## src/rtl/pe_ctx_pkg.sv

```systemverilog
// Shared definitions for the PE context sequencer: context-word field map,
// NOP control word and sequencer state encoding.
package pe_ctx_pkg;

    localparam int CTX_W        = 64;

    localparam int CIN_LSB      = 0;
    localparam int CIN_MSB      = 8;
    localparam int COUT_LSB     = 9;
    localparam int COUT_MSB     = 17;
    localparam int PIN_LSB      = 18;
    localparam int PIN_MSB      = 23;
    localparam int POUT_LSB     = 24;
    localparam int POUT_MSB     = 29;
    localparam int REG1_LSB     = 30;
    localparam int REG1_MSB     = 35;
    localparam int REG2_LSB     = 36;
    localparam int REG2_MSB     = 41;
    localparam int SEND_LSB     = 42;
    localparam int SEND_MSB     = 47;
    localparam int FU1_LSB      = 48;
    localparam int FU1_MSB      = 51;
    localparam int FU2_LSB      = 52;
    localparam int FU2_MSB      = 55;
    localparam int WB_BIT       = 56;
    localparam int LD_BIT       = 57;
    localparam int LDW_BIT      = 58;
    localparam int LAST_BIT     = 59;
    localparam int LOOP_END_BIT = 60;

    // Control outputs occupy the low bits of a context word; the rest are sequencing flags.
    localparam int CTL_W = LDW_BIT + 1;

    localparam logic [CTX_W-1:0] CTX_NOP = CTX_W'(1) << LD_BIT;
    localparam logic [CTL_W-1:0] CTL_NOP = CTX_NOP[CTL_W-1:0];

    typedef enum logic [1:0] {IDLE, RUN, DONE} state_e;

endpackage

```

## src/rtl/pe_context_seq_if.sv

```systemverilog
// Config/start handshake and registered control fields between the array
// controller, the context sequencer and the PE register-file stage.
interface pe_context_seq_if #(
    parameter int AW    = 4,
    parameter int CTX_W = 64,
    parameter int CNT_W = 8
);
    logic             cfg_we;
    logic [AW-1:0]    cfg_addr;
    logic [CTX_W-1:0] cfg_wdata;
    logic             start;
    logic [AW-1:0]    loop_start;
    logic [CNT_W-1:0] loop_count;
    logic             stall;
    logic             busy;
    logic             done;
    logic [AW-1:0]    ctx_pc;
    logic [8:0]       control_in;
    logic [8:0]       control_out;
    logic [5:0]       control_put_in;
    logic [5:0]       control_put_out;
    logic [5:0]       control_reg_1;
    logic [5:0]       control_reg_2;
    logic [5:0]       control_send;
    logic [3:0]       control_pe2fu_1;
    logic [3:0]       control_pe2fu_2;
    logic             write_back;
    logic             ld;
    logic             ld_write;

    modport master (
        output cfg_we, cfg_addr, cfg_wdata, start, loop_start, loop_count, stall,
        input  busy, done, ctx_pc, control_in, control_out, control_put_in, control_put_out,
               control_reg_1, control_reg_2, control_send, control_pe2fu_1, control_pe2fu_2,
               write_back, ld, ld_write
    );

    modport slave (
        input  cfg_we, cfg_addr, cfg_wdata, start, loop_start, loop_count, stall,
        output busy, done, ctx_pc, control_in, control_out, control_put_in, control_put_out,
               control_reg_1, control_reg_2, control_send, control_pe2fu_1, control_pe2fu_2,
               write_back, ld, ld_write
    );

endinterface

```

## src/rtl/pe_ctx_mem.sv

```systemverilog
// Context word store: synchronous write, asynchronous read, contents survive reset.
module pe_ctx_mem
    import pe_ctx_pkg::*;
#(
    parameter int DEPTH = 16,
    parameter int AW    = 4
) (
    input  logic             i_clk,
    input  logic             i_we,
    input  logic [AW-1:0]    i_waddr,
    input  logic [CTX_W-1:0] i_wdata,
    input  logic [AW-1:0]    i_raddr,
    output logic [CTX_W-1:0] o_rdata
);

    logic [CTX_W-1:0] r_mem [DEPTH];

    always_ff @(posedge i_clk) begin
        if (i_we) begin
            r_mem[i_waddr] <= i_wdata;
        end
    end

    assign o_rdata = r_mem[i_raddr];

endmodule

```

## src/rtl/pe_context_seq.sv

```systemverilog
// Per-PE context sequencer: steps a pc through loaded context words with one
// hardware loop and stall, driving registered control fields to the reg-file stage.
module pe_context_seq
    import pe_ctx_pkg::*;
#(
    parameter int DEPTH = 16,
    parameter int AW    = 4,
    parameter int CNT_W = 8
) (
    input logic             CLK,
    input logic             RST_N,
    pe_context_seq_if.slave bus
);

    localparam int IW = CNT_W + 1;

    state_e           r_state, w_state_nxt;
    logic [AW-1:0]    r_pc, w_pc_nxt, r_ctx_pc, r_loop_start;
    logic [CNT_W-1:0] r_iter, w_iter_nxt, r_loop_count;
    logic [CTL_W-1:0] r_ctl, w_ctl_nxt;
    logic [IW-1:0]    w_iter_inc, w_iter_max;
    logic [CTX_W-1:0] w_word;
    logic             r_busy, r_done;
    logic             w_accept, w_cfg_wr, w_issue, w_last, w_repeat;
    logic             w_unused_rsvd;

    // busy stays high through the done cycle, so gating on it blocks both commands.
    assign w_accept = bus.start  & ~r_busy;
    assign w_cfg_wr = bus.cfg_we & ~r_busy;

    pe_ctx_mem #(
        .DEPTH (DEPTH),
        .AW    (AW)
    ) u_mem (
        .i_clk   (CLK),
        .i_we    (w_cfg_wr),
        .i_waddr (bus.cfg_addr),
        .i_wdata (bus.cfg_wdata),
        .i_raddr (r_pc),
        .o_rdata (w_word)
    );

    assign w_last        = w_word[LAST_BIT] | (r_pc == AW'(DEPTH - 1));
    assign w_iter_inc    = {1'b0, r_iter} + IW'(1);
    assign w_iter_max    = (r_loop_count == '0) ? IW'(1) : {1'b0, r_loop_count};
    assign w_repeat      = w_word[LOOP_END_BIT] & (w_iter_inc < w_iter_max);
    assign w_unused_rsvd = ^w_word[CTX_W-1:LOOP_END_BIT+1];

    always_comb begin
        w_state_nxt = r_state;
        w_pc_nxt    = r_pc;
        w_iter_nxt  = r_iter;
        w_ctl_nxt   = CTL_NOP;
        w_issue     = 1'b0;
        unique case (r_state)
            IDLE: begin
                if (w_accept) begin
                    w_state_nxt = RUN;
                    w_pc_nxt    = '0;
                    w_iter_nxt  = '0;
                end
            end
            RUN: begin
                if (!bus.stall) begin
                    w_issue   = 1'b1;
                    w_ctl_nxt = w_word[CTL_W-1:0];
                    if (w_last) begin
                        w_state_nxt = DONE;
                    end else if (w_repeat) begin
                        w_pc_nxt   = r_loop_start;
                        w_iter_nxt = w_iter_inc[CNT_W-1:0];
                    end else begin
                        w_pc_nxt = r_pc + AW'(1);
                        if (w_word[LOOP_END_BIT]) begin
                            w_iter_nxt = '0;
                        end
                    end
                end
            end
            DONE:    w_state_nxt = IDLE;
            default: w_state_nxt = IDLE;
        endcase
    end

    always_ff @(posedge CLK or negedge RST_N) begin
        if (!RST_N) begin
            r_state      <= IDLE;
            r_pc         <= '0;
            r_iter       <= '0;
            r_ctx_pc     <= '0;
            r_ctl        <= CTL_NOP;
            r_busy       <= 1'b0;
            r_done       <= 1'b0;
            r_loop_start <= '0;
            r_loop_count <= '0;
        end else begin
            r_state <= w_state_nxt;
            r_pc    <= w_pc_nxt;
            r_iter  <= w_iter_nxt;
            r_ctl   <= w_ctl_nxt;
            r_busy  <= (w_state_nxt != IDLE) | (r_state == DONE);
            r_done  <= (r_state == DONE);
            if (w_issue) begin
                r_ctx_pc <= r_pc;
            end
            if (w_accept) begin
                r_loop_start <= bus.loop_start;
                r_loop_count <= bus.loop_count;
            end
        end
    end

    assign bus.busy            = r_busy;
    assign bus.done            = r_done;
    assign bus.ctx_pc          = r_ctx_pc;
    assign bus.control_in      = r_ctl[CIN_MSB:CIN_LSB];
    assign bus.control_out     = r_ctl[COUT_MSB:COUT_LSB];
    assign bus.control_put_in  = r_ctl[PIN_MSB:PIN_LSB];
    assign bus.control_put_out = r_ctl[POUT_MSB:POUT_LSB];
    assign bus.control_reg_1   = r_ctl[REG1_MSB:REG1_LSB];
    assign bus.control_reg_2   = r_ctl[REG2_MSB:REG2_LSB];
    assign bus.control_send    = r_ctl[SEND_MSB:SEND_LSB];
    assign bus.control_pe2fu_1 = r_ctl[FU1_MSB:FU1_LSB];
    assign bus.control_pe2fu_2 = r_ctl[FU2_MSB:FU2_LSB];
    assign bus.write_back      = r_ctl[WB_BIT];
    assign bus.ld              = r_ctl[LD_BIT];
    assign bus.ld_write        = r_ctl[LDW_BIT];

endmodule

```

## src/flat_wrapper.sv

```systemverilog
// flat-port wrapper written by rule: the top's interface ports become plain ports
module pe_context_seq_flat import pe_ctx_pkg::*;
#(
    parameter int DEPTH = 16,
    parameter int AW    = 4,
    parameter int CNT_W = 8
)
  (CLK, RST_N, bus_cfg_we, bus_cfg_addr, bus_cfg_wdata, bus_start, bus_loop_start, bus_loop_count, bus_stall, bus_busy, bus_done, bus_ctx_pc, bus_control_in, bus_control_out, bus_control_put_in, bus_control_put_out, bus_control_reg_1, bus_control_reg_2, bus_control_send, bus_control_pe2fu_1, bus_control_pe2fu_2, bus_write_back, bus_ld, bus_ld_write);
  pe_context_seq_if #(.AW(AW), .CTX_W(CTX_W), .CNT_W(CNT_W)) bus_i ();
  input logic CLK;
  input logic RST_N;
  input wire logic [$bits(bus_i.cfg_we)-1:0] bus_cfg_we;
  input wire logic [$bits(bus_i.cfg_addr)-1:0] bus_cfg_addr;
  input wire logic [$bits(bus_i.cfg_wdata)-1:0] bus_cfg_wdata;
  input wire logic [$bits(bus_i.start)-1:0] bus_start;
  input wire logic [$bits(bus_i.loop_start)-1:0] bus_loop_start;
  input wire logic [$bits(bus_i.loop_count)-1:0] bus_loop_count;
  input wire logic [$bits(bus_i.stall)-1:0] bus_stall;
  output wire logic [$bits(bus_i.busy)-1:0] bus_busy;
  output wire logic [$bits(bus_i.done)-1:0] bus_done;
  output wire logic [$bits(bus_i.ctx_pc)-1:0] bus_ctx_pc;
  output wire logic [$bits(bus_i.control_in)-1:0] bus_control_in;
  output wire logic [$bits(bus_i.control_out)-1:0] bus_control_out;
  output wire logic [$bits(bus_i.control_put_in)-1:0] bus_control_put_in;
  output wire logic [$bits(bus_i.control_put_out)-1:0] bus_control_put_out;
  output wire logic [$bits(bus_i.control_reg_1)-1:0] bus_control_reg_1;
  output wire logic [$bits(bus_i.control_reg_2)-1:0] bus_control_reg_2;
  output wire logic [$bits(bus_i.control_send)-1:0] bus_control_send;
  output wire logic [$bits(bus_i.control_pe2fu_1)-1:0] bus_control_pe2fu_1;
  output wire logic [$bits(bus_i.control_pe2fu_2)-1:0] bus_control_pe2fu_2;
  output wire logic [$bits(bus_i.write_back)-1:0] bus_write_back;
  output wire logic [$bits(bus_i.ld)-1:0] bus_ld;
  output wire logic [$bits(bus_i.ld_write)-1:0] bus_ld_write;
  assign bus_i.cfg_we = bus_cfg_we;
  assign bus_i.cfg_addr = bus_cfg_addr;
  assign bus_i.cfg_wdata = bus_cfg_wdata;
  assign bus_i.start = bus_start;
  assign bus_i.loop_start = bus_loop_start;
  assign bus_i.loop_count = bus_loop_count;
  assign bus_i.stall = bus_stall;
  assign bus_busy = bus_i.busy;
  assign bus_done = bus_i.done;
  assign bus_ctx_pc = bus_i.ctx_pc;
  assign bus_control_in = bus_i.control_in;
  assign bus_control_out = bus_i.control_out;
  assign bus_control_put_in = bus_i.control_put_in;
  assign bus_control_put_out = bus_i.control_put_out;
  assign bus_control_reg_1 = bus_i.control_reg_1;
  assign bus_control_reg_2 = bus_i.control_reg_2;
  assign bus_control_send = bus_i.control_send;
  assign bus_control_pe2fu_1 = bus_i.control_pe2fu_1;
  assign bus_control_pe2fu_2 = bus_i.control_pe2fu_2;
  assign bus_write_back = bus_i.write_back;
  assign bus_ld = bus_i.ld;
  assign bus_ld_write = bus_i.ld_write;
  pe_context_seq #(.DEPTH(DEPTH), .AW(AW), .CNT_W(CNT_W)) u_core (.CLK(CLK), .RST_N(RST_N), .bus(bus_i));
endmodule
```

## config.mk

```make
export PLATFORM = sky130hd
export DESIGN_NAME = pe_context_seq_flat
export DESIGN_NICKNAME = d
export VERILOG_FILES = /design/src/rtl/pe_ctx_pkg.sv /design/src/rtl/pe_context_seq_if.sv /design/src/rtl/pe_ctx_mem.sv /design/src/rtl/pe_context_seq.sv /design/src/flat_wrapper.sv
export SDC_FILE = /design/constraint.sdc
export NUM_CORES = 1
export LEC_CHECK = 0
export ABC_AREA = 1
export BUFFER_PORTS_ARGS = -buffer_cell sky130_fd_sc_hd__buf_2
export CAP_MARGIN = 20
export CORE_AREA = 3 3 291 293
export CTS_BUF_LIST = sky130_fd_sc_hd__clkbuf_8
export CTS_CLUSTER_SIZE = 14
export DETAILED_ROUTE_END_ITERATION = 8
export DIE_AREA = 0 0 294 296
export PLACE_DENSITY = 0.66
export SLEW_MARGIN = 20
export SYNTH_ARGS = -nofsm -noshare
export SYNTH_HDL_FRONTEND = slang
export SYNTH_SLANG_ARGS = --single-unit
```

## constraint.sdc

```tcl
create_clock -name CLK -period 11.6 [get_ports CLK]
set_clock_uncertainty 0.05 [all_clocks]
set_input_delay 0.58 -clock CLK [delete_from_list [all_inputs] [get_ports CLK]]
set_output_delay 0.58 -clock CLK [all_outputs]
set_load 0.005 [all_outputs]
```

==> summary.md <==
| Metric | Value |
|---|---|
| Min Tclk post-route | 4200 ps |
| Synth top cells by count | 976 x edfxtp_1, 520 x nor2_1, 465 x o21ai_0 |
| Class of the most critical setup path | flip-flop to flip-flop |
| Post-synthesis async set-or-reset flop share | 8.53% |
| H-tree levels | 4 |
| Nets | 3199 |
| CP max stage delay | 980 ps |
| WL/cell | 24.3 um |
| Power Dens Cells | 211 mW/mm^2 |
| Worst EP required | 12240 ps |
| Cell count after synthesis | 2947 |
| Clk_lat worst skew | 820 ps |
| Post-DP HPWL | 50.2 mm |
| Tightest Pin Transition | 1210 ps |
| Fin crit share | 36.2% |
| Post-CTS repair timing setup buffer count | 0 |
| Post-synth cell types | 34 |
| Die area | 0.0870 sq mm |
| Number of buffers created by CTS | 166 |
| Total routed wirelength | 105 mm |
| Vias in the first global route | 26100 |
| RSZ-0062 raised after global routing | no |
| Syn Area/Cell | 13.9 sq um |
| Total global-route track usage | 24.0% |
| Die span in y | 296 um |
| Leading area contributor after synthesis | edfxtp_1 |
| Slew Viols, Final | 0 |
| Leakage | 15.6 nW |
| DRC viols | 0 |
| CP Launch Type | flip-flop |
| Die width | 294 um |
| Pin count of the biggest net entering global routing | 178 |
| Ports | 150 |
| HP Class | input pin to flip-flop |
| Layout cells sized above 1 | 13.1% |
| Register clock-pin slew on the reported worst setup and hold paths | 60 ps |
| Fin Hold WS | 85.6 ps |
| Syn. warnings | 0 |
| Post-synthesis sequential area ratio | 76.9% |
| Worst path slowest cell | buf_4 |
| Relative slew margins | 18.9% |
| R2R Setup Slk | 7400 ps |
| Fillers | 6449 |
| Setup total negative slack | 0 ps |
| DR iter-0 viols | 2852 |
| Total congestion overflow | 0 |
| Initial antenna violation count | 13 |
| First-pass GRT wire length | 156 mm |
| Cts repair resizes | 0 |
| Register bit total from synthesis | 1067 |
| Core footprint | 0.0821 sq mm |
| Top Family by Delay on Critical Path | buffers and inverters |
| CP Capture Type | flip-flop |
| Top cells by area, synth | edfxtp_1 71%, o21ai_0 5.7%, dfrtp_1 5.5% |
| CTS Buffer Depth | 3 |
| Placer congestion estimate | 0.794 |
| Arrival @ worst endpoint | 4840 ps |
| # setup viols final | 0 |
| CTS sink count | 1067 |
| # Max-Cap Violations | 0 |
| Vias per Instance | 5.98 |
| FMAX | 0.238 GHz |
| Top-count cell post-synth | edfxtp_1 |
| Mapped Area | 0.0411 sq mm |
| Synth top area share | 71.3% |
| Via count | 25900 |
| CP dominant cell by count | nand2_1 |
| Row count | 105 |
| Worst VDD drop | 0.000120 V |
| # hold bufs at CTS | 14 |
| WP buf/inv | 4 |
| Clock Tree Root | clkbuf_8 |
| Initial Utilization | 50.1% |
| Hold Fails Final Rpt | 0 |
| CTS tree | built |
| Chain of cells forming the critical path | clkinv_8 > buf_4 > buf_4 > nand2_1 > nand2_1 > nand2_1 > nand3_1 > nand3_1 > nand2_2 > nand2_2 > nand3_4 > inv_4 > nand2_1 > nand2_1 |
| Routed Antenna Nets | 0 |
| Outcome | completed |
| Area growth syn-to-layout | 11.6% |
| Critical Path Fanout Max | 177 |
| DRT Pass-1 Iters | 5 |
| Net Count, Synth | 3041 |
| Main synth FF type | edfxtp_1 |
| Port bufs | 146 |
| Post-synth EDFFs | 976 |
cells by family after synthesis:
logic type                 synth area share (%)
DFF                                        76.9
and+or+nand+nor                            7.49
AOI/OAI and AO/OA                          12.4
adders and majority gates                 0.274
xor gates and xnor gates                  0.128
buffers and inverters                      2.88
layout make-up:
type	instances	area, sq um	area share [%]
Timing Repair Buffer	201	1200	2.61
Clock inverter	137	687	1.50
Multi-Input combinational cell	1623	8450	18.4
Sequential cell	1067	31600	68.9
Antenna cell	9	22.5	0.0491
Tap cell	1070	1340	2.92
Clock buffer	173	2380	5.19
Inverter	46	199	0.434
through the flow:
stage	util, %	cell area [sq um]	total power, mW	std cells	setup WS [ps]
2_1_floorplan	-	41100	6.08	2947	7570
3_3_place_gp	51.9	42600	6.78	3992	7470
3_5_place_dp	51.9	42600	6.86	3992	7400
4_1_cts	55.8	45800	9.74	4316	7330
5_1_grt	55.9	45900	10.2	4318	6980
6_report	55.9	45900	9.69	4326	7400
worst paths after layout:
path,startpoint,end,cells past startpoint
min in group asynchronous,RST_N,u_core.r_ctl[15],2
max reg2reg,u_core.r_pc[0],u_core.r_iter[4],14
min reg2reg,u_core.bus.ctx_pc[1],u_core.bus.ctx_pc[1],2
max,u_core.r_pc[0],u_core.r_iter[4],14
max in group asynchronous,RST_N,u_core.r_ctl[18],3
min,bus_cfg_wdata[24],u_core.u_mem.r_mem[8][24],1
worst register-to-register path, stage by stage, from the launching register on:
cell and delay (ps):
dfrtp_4 620, clkinv_8 420, buf_4 880, buf_4 990, nand2_1 150, nand2_1 110
nand2_1 50, nand3_1 120, nand3_1 120, nand2_2 140, nand2_2 100, nand3_4 140
inv_4 70, nand2_1 60, nand2_1 50
where the power goes:
group	switching [mW]	leakage, nW	internal [mW]
combinational	1.62	3.79	0.666
clock	1.45	1.83	1.42
sequential	0.149	10.0	4.38
total	3.22	15.6	6.47
sequential cells by signal (all words and copies together) (netlist names):
register	count
u_core.r_loop_count	8
u_core.r_pc	4
u_core.u_mem.r_mem	976
u_core.r_ctl	59
u_core.bus.ctx_pc	4
u_core.bus.done	1
u_core.bus.busy	1
u_core.r_loop_start	4
u_core.r_iter	8
u_core.r_state	2
routing by layer:
layer	track usage [%]	vias to the layer above	part of all wire, %
met4	9.25	8	3.0
met2	39.1	1101	48
li1	-	11500	-
met1	31.4	13000	41
met3	5.68	201	8.2
met5	0	-	0.046
placed cells by master (no fill, tap or decap), types with 2 or more instances in the layout:
cell and instances:
clkinvlp_4 3, o221ai_1 182, nor2_2 2, dfrtp_1 86
nor2_4 17, dlygate4sd3_1 14, nand2_2 3, nand3_1 99
xor2_1 4, nand2_1 132, nand3b_1 3, clkinv_1 37
edfxtp_1 976, inv_1 112, inv_8 3, buf_2 145
dfrtp_4 4, nand4_1 4, clkbuf_8 173, ha_1 9
inv_2 4, buf_4 40, diode_2 9, o22ai_1 54
o21ai_0 465, clkinv_2 9, xnor2_1 2, clkinv_8 7
inv_6 4, o21ai_1 25, a21oi_1 60, o211ai_1 53
nor2_1 504
Note: power is estimated with default switching activity, not from simulation.
